===== src/rtl/fifo_wr_arbiter.sv =====
// Round-robin arbiter sharing the FIFO write port among N_REQ requesters.
// Define FIFO_ARB_STATS_EN to add the ack_cnt / stall_cnt statistics outputs.
module fifo_wr_arbiter #(
  parameter int N_REQ      = 4,
  parameter int FIFO_WIDTH = 16
) (
  input  logic                        clk,
  input  logic                        rst_n,
  input  logic [N_REQ-1:0]            req,
  input  logic [N_REQ*FIFO_WIDTH-1:0] req_data,
  output logic [N_REQ-1:0]            gnt,
  output logic [FIFO_WIDTH-1:0]       fifo_data_in,
  output logic                        fifo_wr_en,
  input  logic                        fifo_full,
  input  logic                        fifo_almostfull,
  input  logic                        fifo_wr_ack,
  input  logic                        fifo_overflow,
  output logic [1:0]                  arb_state,
  output logic                        err
`ifdef FIFO_ARB_STATS_EN
  ,
  output logic [15:0]                 ack_cnt,
  output logic [15:0]                 stall_cnt
`endif
);

  localparam int PTR_W = (N_REQ > 1) ? $clog2(N_REQ) : 1;

  localparam logic [1:0] ST_IDLE  = 2'b00;
  localparam logic [1:0] ST_ISSUE = 2'b01;
  localparam logic [1:0] ST_STALL = 2'b10;

  logic [N_REQ-1:0]      gnt_q, gnt_d;
  logic [FIFO_WIDTH-1:0] data_q, data_d;
  logic                  wr_en_q, wr_en_d;
  logic [1:0]            state_q, state_d;
  logic                  err_q, err_d;
  logic [PTR_W-1:0]      ptr_q, ptr_d;

  logic [N_REQ-1:0]      eligible;
  logic                  blocked;
  logic                  found;
  logic [PTR_W-1:0]      winner;

  // Last cycle's grantee is masked so it has one edge to drop or update req.
  assign eligible = req & ~gnt_q;
  // Conservative: ignores any read that may free a slot this cycle.
  assign blocked  = fifo_full | (fifo_almostfull & wr_en_q);

  // Rotating priority search starting at the pointer.
  always_comb begin
    // NOTE: every always_comb output gets a default first so no latch is inferred.
    found  = 1'b0;
    winner = '0;
    for (int off = 0; off < N_REQ; off++) begin
      logic [PTR_W:0] sum;
      logic [PTR_W:0] idx;
      sum = {1'b0, ptr_q} + (PTR_W + 1)'(off);
      idx = (sum >= (PTR_W + 1)'(N_REQ)) ? sum - (PTR_W + 1)'(N_REQ) : sum;
      if (!found && eligible[idx[PTR_W-1:0]]) begin
        found  = 1'b1;
        winner = idx[PTR_W-1:0];
      end
    end
  end

  always_comb begin
    gnt_d   = '0;
    data_d  = data_q;
    wr_en_d = 1'b0;
    ptr_d   = ptr_q;
    state_d = ST_IDLE;
    err_d   = err_q | fifo_overflow;
    if (found && !blocked) begin
      gnt_d[winner] = 1'b1;
      data_d        = req_data[int'(winner)*FIFO_WIDTH +: FIFO_WIDTH];
      wr_en_d       = 1'b1;
      ptr_d         = (winner == PTR_W'(N_REQ - 1)) ? '0 : winner + 1'b1;
      state_d       = ST_ISSUE;
    end else if (found) begin
      state_d = ST_STALL;
    end
  end

  // NOTE: sequential state uses non-blocking assignments so all flops update together.
  // NOTE: every flop here is control/output state, so all of them take the async reset;
  // a pending write is dropped rather than replayed.
  always_ff @(posedge clk or negedge rst_n) begin
    if (!rst_n) begin
      gnt_q   <= '0;
      data_q  <= '0;
      wr_en_q <= 1'b0;
      state_q <= ST_IDLE;
      err_q   <= 1'b0;
      ptr_q   <= '0;
    end else begin
      gnt_q   <= gnt_d;
      data_q  <= data_d;
      wr_en_q <= wr_en_d;
      state_q <= state_d;
      err_q   <= err_d;
      ptr_q   <= ptr_d;
    end
  end

  assign gnt          = gnt_q;
  assign fifo_data_in = data_q;
  assign fifo_wr_en   = wr_en_q;
  assign arb_state    = state_q;
  assign err          = err_q;

`ifdef FIFO_ARB_STATS_EN
  logic [15:0] ack_cnt_q, ack_cnt_d;
  logic [15:0] stall_cnt_q, stall_cnt_d;

  // Both counters saturate rather than wrap.
  always_comb begin
    ack_cnt_d   = ack_cnt_q;
    stall_cnt_d = stall_cnt_q;
    if (fifo_wr_ack && ack_cnt_q != 16'hFFFF)
      ack_cnt_d = ack_cnt_q + 16'd1;
    if (state_q == ST_STALL && stall_cnt_q != 16'hFFFF)
      stall_cnt_d = stall_cnt_q + 16'd1;
  end

  always_ff @(posedge clk or negedge rst_n) begin
    if (!rst_n) begin
      ack_cnt_q   <= '0;
      stall_cnt_q <= '0;
    end else begin
      ack_cnt_q   <= ack_cnt_d;
      stall_cnt_q <= stall_cnt_d;
    end
  end

  assign ack_cnt   = ack_cnt_q;
  assign stall_cnt = stall_cnt_q;
`else
  logic unused_wr_ack;
  assign unused_wr_ack = fifo_wr_ack;
`endif

endmodule


===== config.mk =====
export PLATFORM = sky130hd
export DESIGN_NAME = fifo_wr_arbiter
export DESIGN_NICKNAME = d
export VERILOG_FILES = /design/src/rtl/fifo_wr_arbiter.sv
export SDC_FILE = /design/constraint.sdc
export NUM_CORES = 1
export LEC_CHECK = 0
export ABC_AREA = 0
export CAP_MARGIN = 10
export CORE_MARGIN = 5
export CORE_UTILIZATION = 28
export CTS_BUF_LIST = sky130_fd_sc_hd__clkbuf_2
export DETAILED_ROUTE_END_ITERATION = 12
export PLACE_DENSITY = 0.64
export SYNTH_ARGS = -nofsm -noshare
export SYNTH_HDL_FRONTEND = slang
export SYNTH_SLANG_ARGS = --single-unit

===== constraint.sdc =====
create_clock -name clk -period 3.4 [get_ports clk]
set_input_delay 0.68 -clock clk [delete_from_list [all_inputs] [get_ports clk]]
set_output_delay 0.68 -clock clk [all_outputs]
set_load 0.03 [all_outputs]

==> impl_results.md <==
* Synth top area share at 0.413
* Seq/Total Area, Yosys at 0.413
* Top fanout value on the critical path at 16
* Setup crit start kind: input port
* Clock root buffer: clkbuf_2
* Cells along the critical path: clkdlybuf4s50_1 > nor2b_1 > a2111oi_2 > nand2b_1 > inv_2 > nand2_2 > o221ai_1
* Vias in the first global route at around 1400
* Post-synth EDFFs at 0
* FF+latch count, synth at 25
* Pwr dens at 658 nW/um^2
* Final setup TNS at 0 ns
* Warnings, synthesis at 0
* Die Ht at around 84 um
* Most common cell in the synthesized netlist: mux2i_1
* Clock skew at 0.00465 ns
* Total Wirelength at between 4 and 5 mm
* CTS H-tree depth at 1
* Initial Util at 0.293
* Max_cap viols at 0
* Tmin final at between 2 and 2.5 ns
* Final ANT Viol Nets at 0
* Max Slew Vio Count at 0
* Dpl ws at slightly above 0.7 ns
* WP buf/inv at 2
* Post-synth top cells: mux2i_1, dfrtp_1, nand2_1
* Global-route usage over all layers at 0.118
* Full die area at between 6000 and 7000 sq um
* Final Cycle Share at 0.658
* Final Hold Vio Count at 0
* Rel. slew slack at 0.700
* Synth Flop Type: dfrtp_1
* Kind of critical path: in -> reg
* CP max stage cell: clkdlybuf4s50_1
* Post-synth ARST share at 1.00
* Ports at 98
* DR pass1 iterations at 4
* Nets at about 300
* Vias at ~1400
* Synth Net Count at 206
* CTS tree: yes
* Die W at roughly 84 um
* CTS max path bufs at 2
* Avg Cell Area, Syn at 11.6 sq um
* First DRT Iteration DRCs at 22
* CP arrival at between 2 and 2.5 ns
* Cell Rows at 26
* Total clock sinks at 25
* DP HPWL at 3.26 mm
* Final setup vio count at 0
* Placed Instance Area at 2520 sq um
* Largest net degree at the start of global routing at 26
* Gp weighted congestion at about 0.78
* Max Clk Rate at 447 MHz
* Hold Path Class: reg -> reg
* Leakage at about 1.0 nW
* Overflow after GRT at 0
* CTS Buf Count at 3
* Share of layout cells above drive strength 1 at 0.115
* Crit end category: flop
* Drt wl/cell at ~14 um
* Status: complete, no violations
* Post_cts resized at 0
* Delay-heaviest family, CP: simple AND/OR/NAND/NOR gates
* Core ar. at around 5200 sq um
* Area leader, netlist: dfrtp_1
* # hold bufs at CTS at 0
* Final setup margin at between 1 and 1.5 ns
* Largest cells by area after synthesis: dfrtp_1, mux2i_1, o221ai_2
* Max incr delay on CP at about 0.39 ns
* Mapped Area at 1510 sq um
* DRC at 0
* Setup repair bufs after CTS at 0
* Clk_lat worst skew at ~0.34 ns
* RSZ-0062 raised after global routing: no
* N_diodes at 0
* CP required at 3.64 ns
* Initial antenna violation count at 0
* Port Buf Inserts at 96
* Peak supply drop at approximately 0.29 mV
* Clock transition at the registers of the reported paths at 0.23 ns
* First-pass GRT wire length at slightly below 7 mm
* Vias per cell at about 4.6
* Layout area overhead at 67.9%
* Worst-Margin Slew at ~0.45 ns
* Yosys cell types at 35
* Finished Cell Area at roughly 2500 sq um
* Post-synthesis cell count at approximately 130
flip-flops by register name, summed over array words and instances, names as in the netlist:
| register | cells |
|---|---|
| fifo_data_in | 16 |
| gnt | 4 |
| arb_state | 2 |
| ptr_q | 2 |
| err | 1 |
layer usage:
layer  global-route usage  up-vias  share of wire
met5                    0        -              0
met4               0.0263        0         0.0069
met3               0.0612        2           0.11
met2                0.196       61           0.46
met1                0.136      615           0.42
li1                     -      682              -
cells in the final DEF (no fill, tap or decap), types with 2 or more instances in the layout:
cell	n
buf_4	4
clkbuf_2	3
clkdlybuf4s50_1	96
dfrtp_1	25
inv_1	2
mux2i_1	32
nand2_1	19
nand2b_1	2
nor2b_1	2
nor3b_1	2
o221ai_1	7
o221ai_2	9
power breakdown:
part	total, mW	switching, mW	internal (mW)	leakage [nW]
registers	0.483	0.0726	0.411	0.309
clock network	0.117	0.0907	0.0267	0.0164
logic	1.07	0.572	0.500	0.718
total	1.67	0.736	0.937	1.04
cell type report:
type	instances	area (sq um)
Clock buffer	3	15.0
Clock inverter	1	5.00
Fill cell	498	2630
Inverter	3	11.3
Multi-Input combinational cell	94	806
Sequential cell	25	626
Tap cell	70	87.6
Timing Repair Buffer	100	991
stage by stage:
step	power (mW)	std cells	hold WS, ns	util
floorplan	1.20	131	0.384	-
global placement	1.58	292	0.456	0.487
detailed placement	1.58	292	0.458	0.487
CTS	1.70	296	0.512	0.491
global route	1.79	296	0.555	0.491
finish	1.67	296	0.506	0.491
logic make-up after synthesis:
family | count (synthesis) | share of synthesized area
and+or+nand+nor | 37 | 0.135
muxes | 32 | 0.212
DFF | 25 | 0.413
AOI/OAI and AO/OA | 24 | 0.178
buffers and inverters | 12 | 0.0545
adders and majority gates | 1 | 0.00826
final timing paths:
path | start | end | slack (ns) | cells past startpoint
worst max-delay path | req[3] | fifo_data_in[1] | 1.16 | 7
max in group asynchronous | rst_n | fifo_data_in[3] | 2.51 | 2
min in group asynchronous | rst_n | err | 0.66 | 2
worst max register to register | ptr_q[1] | fifo_data_in[1] | 1.48 | 5
worst min register to register | err | err | 0.51 | 1
worst min-delay path | err | err | 0.51 | 1
(Power assumes the default switching activity.)
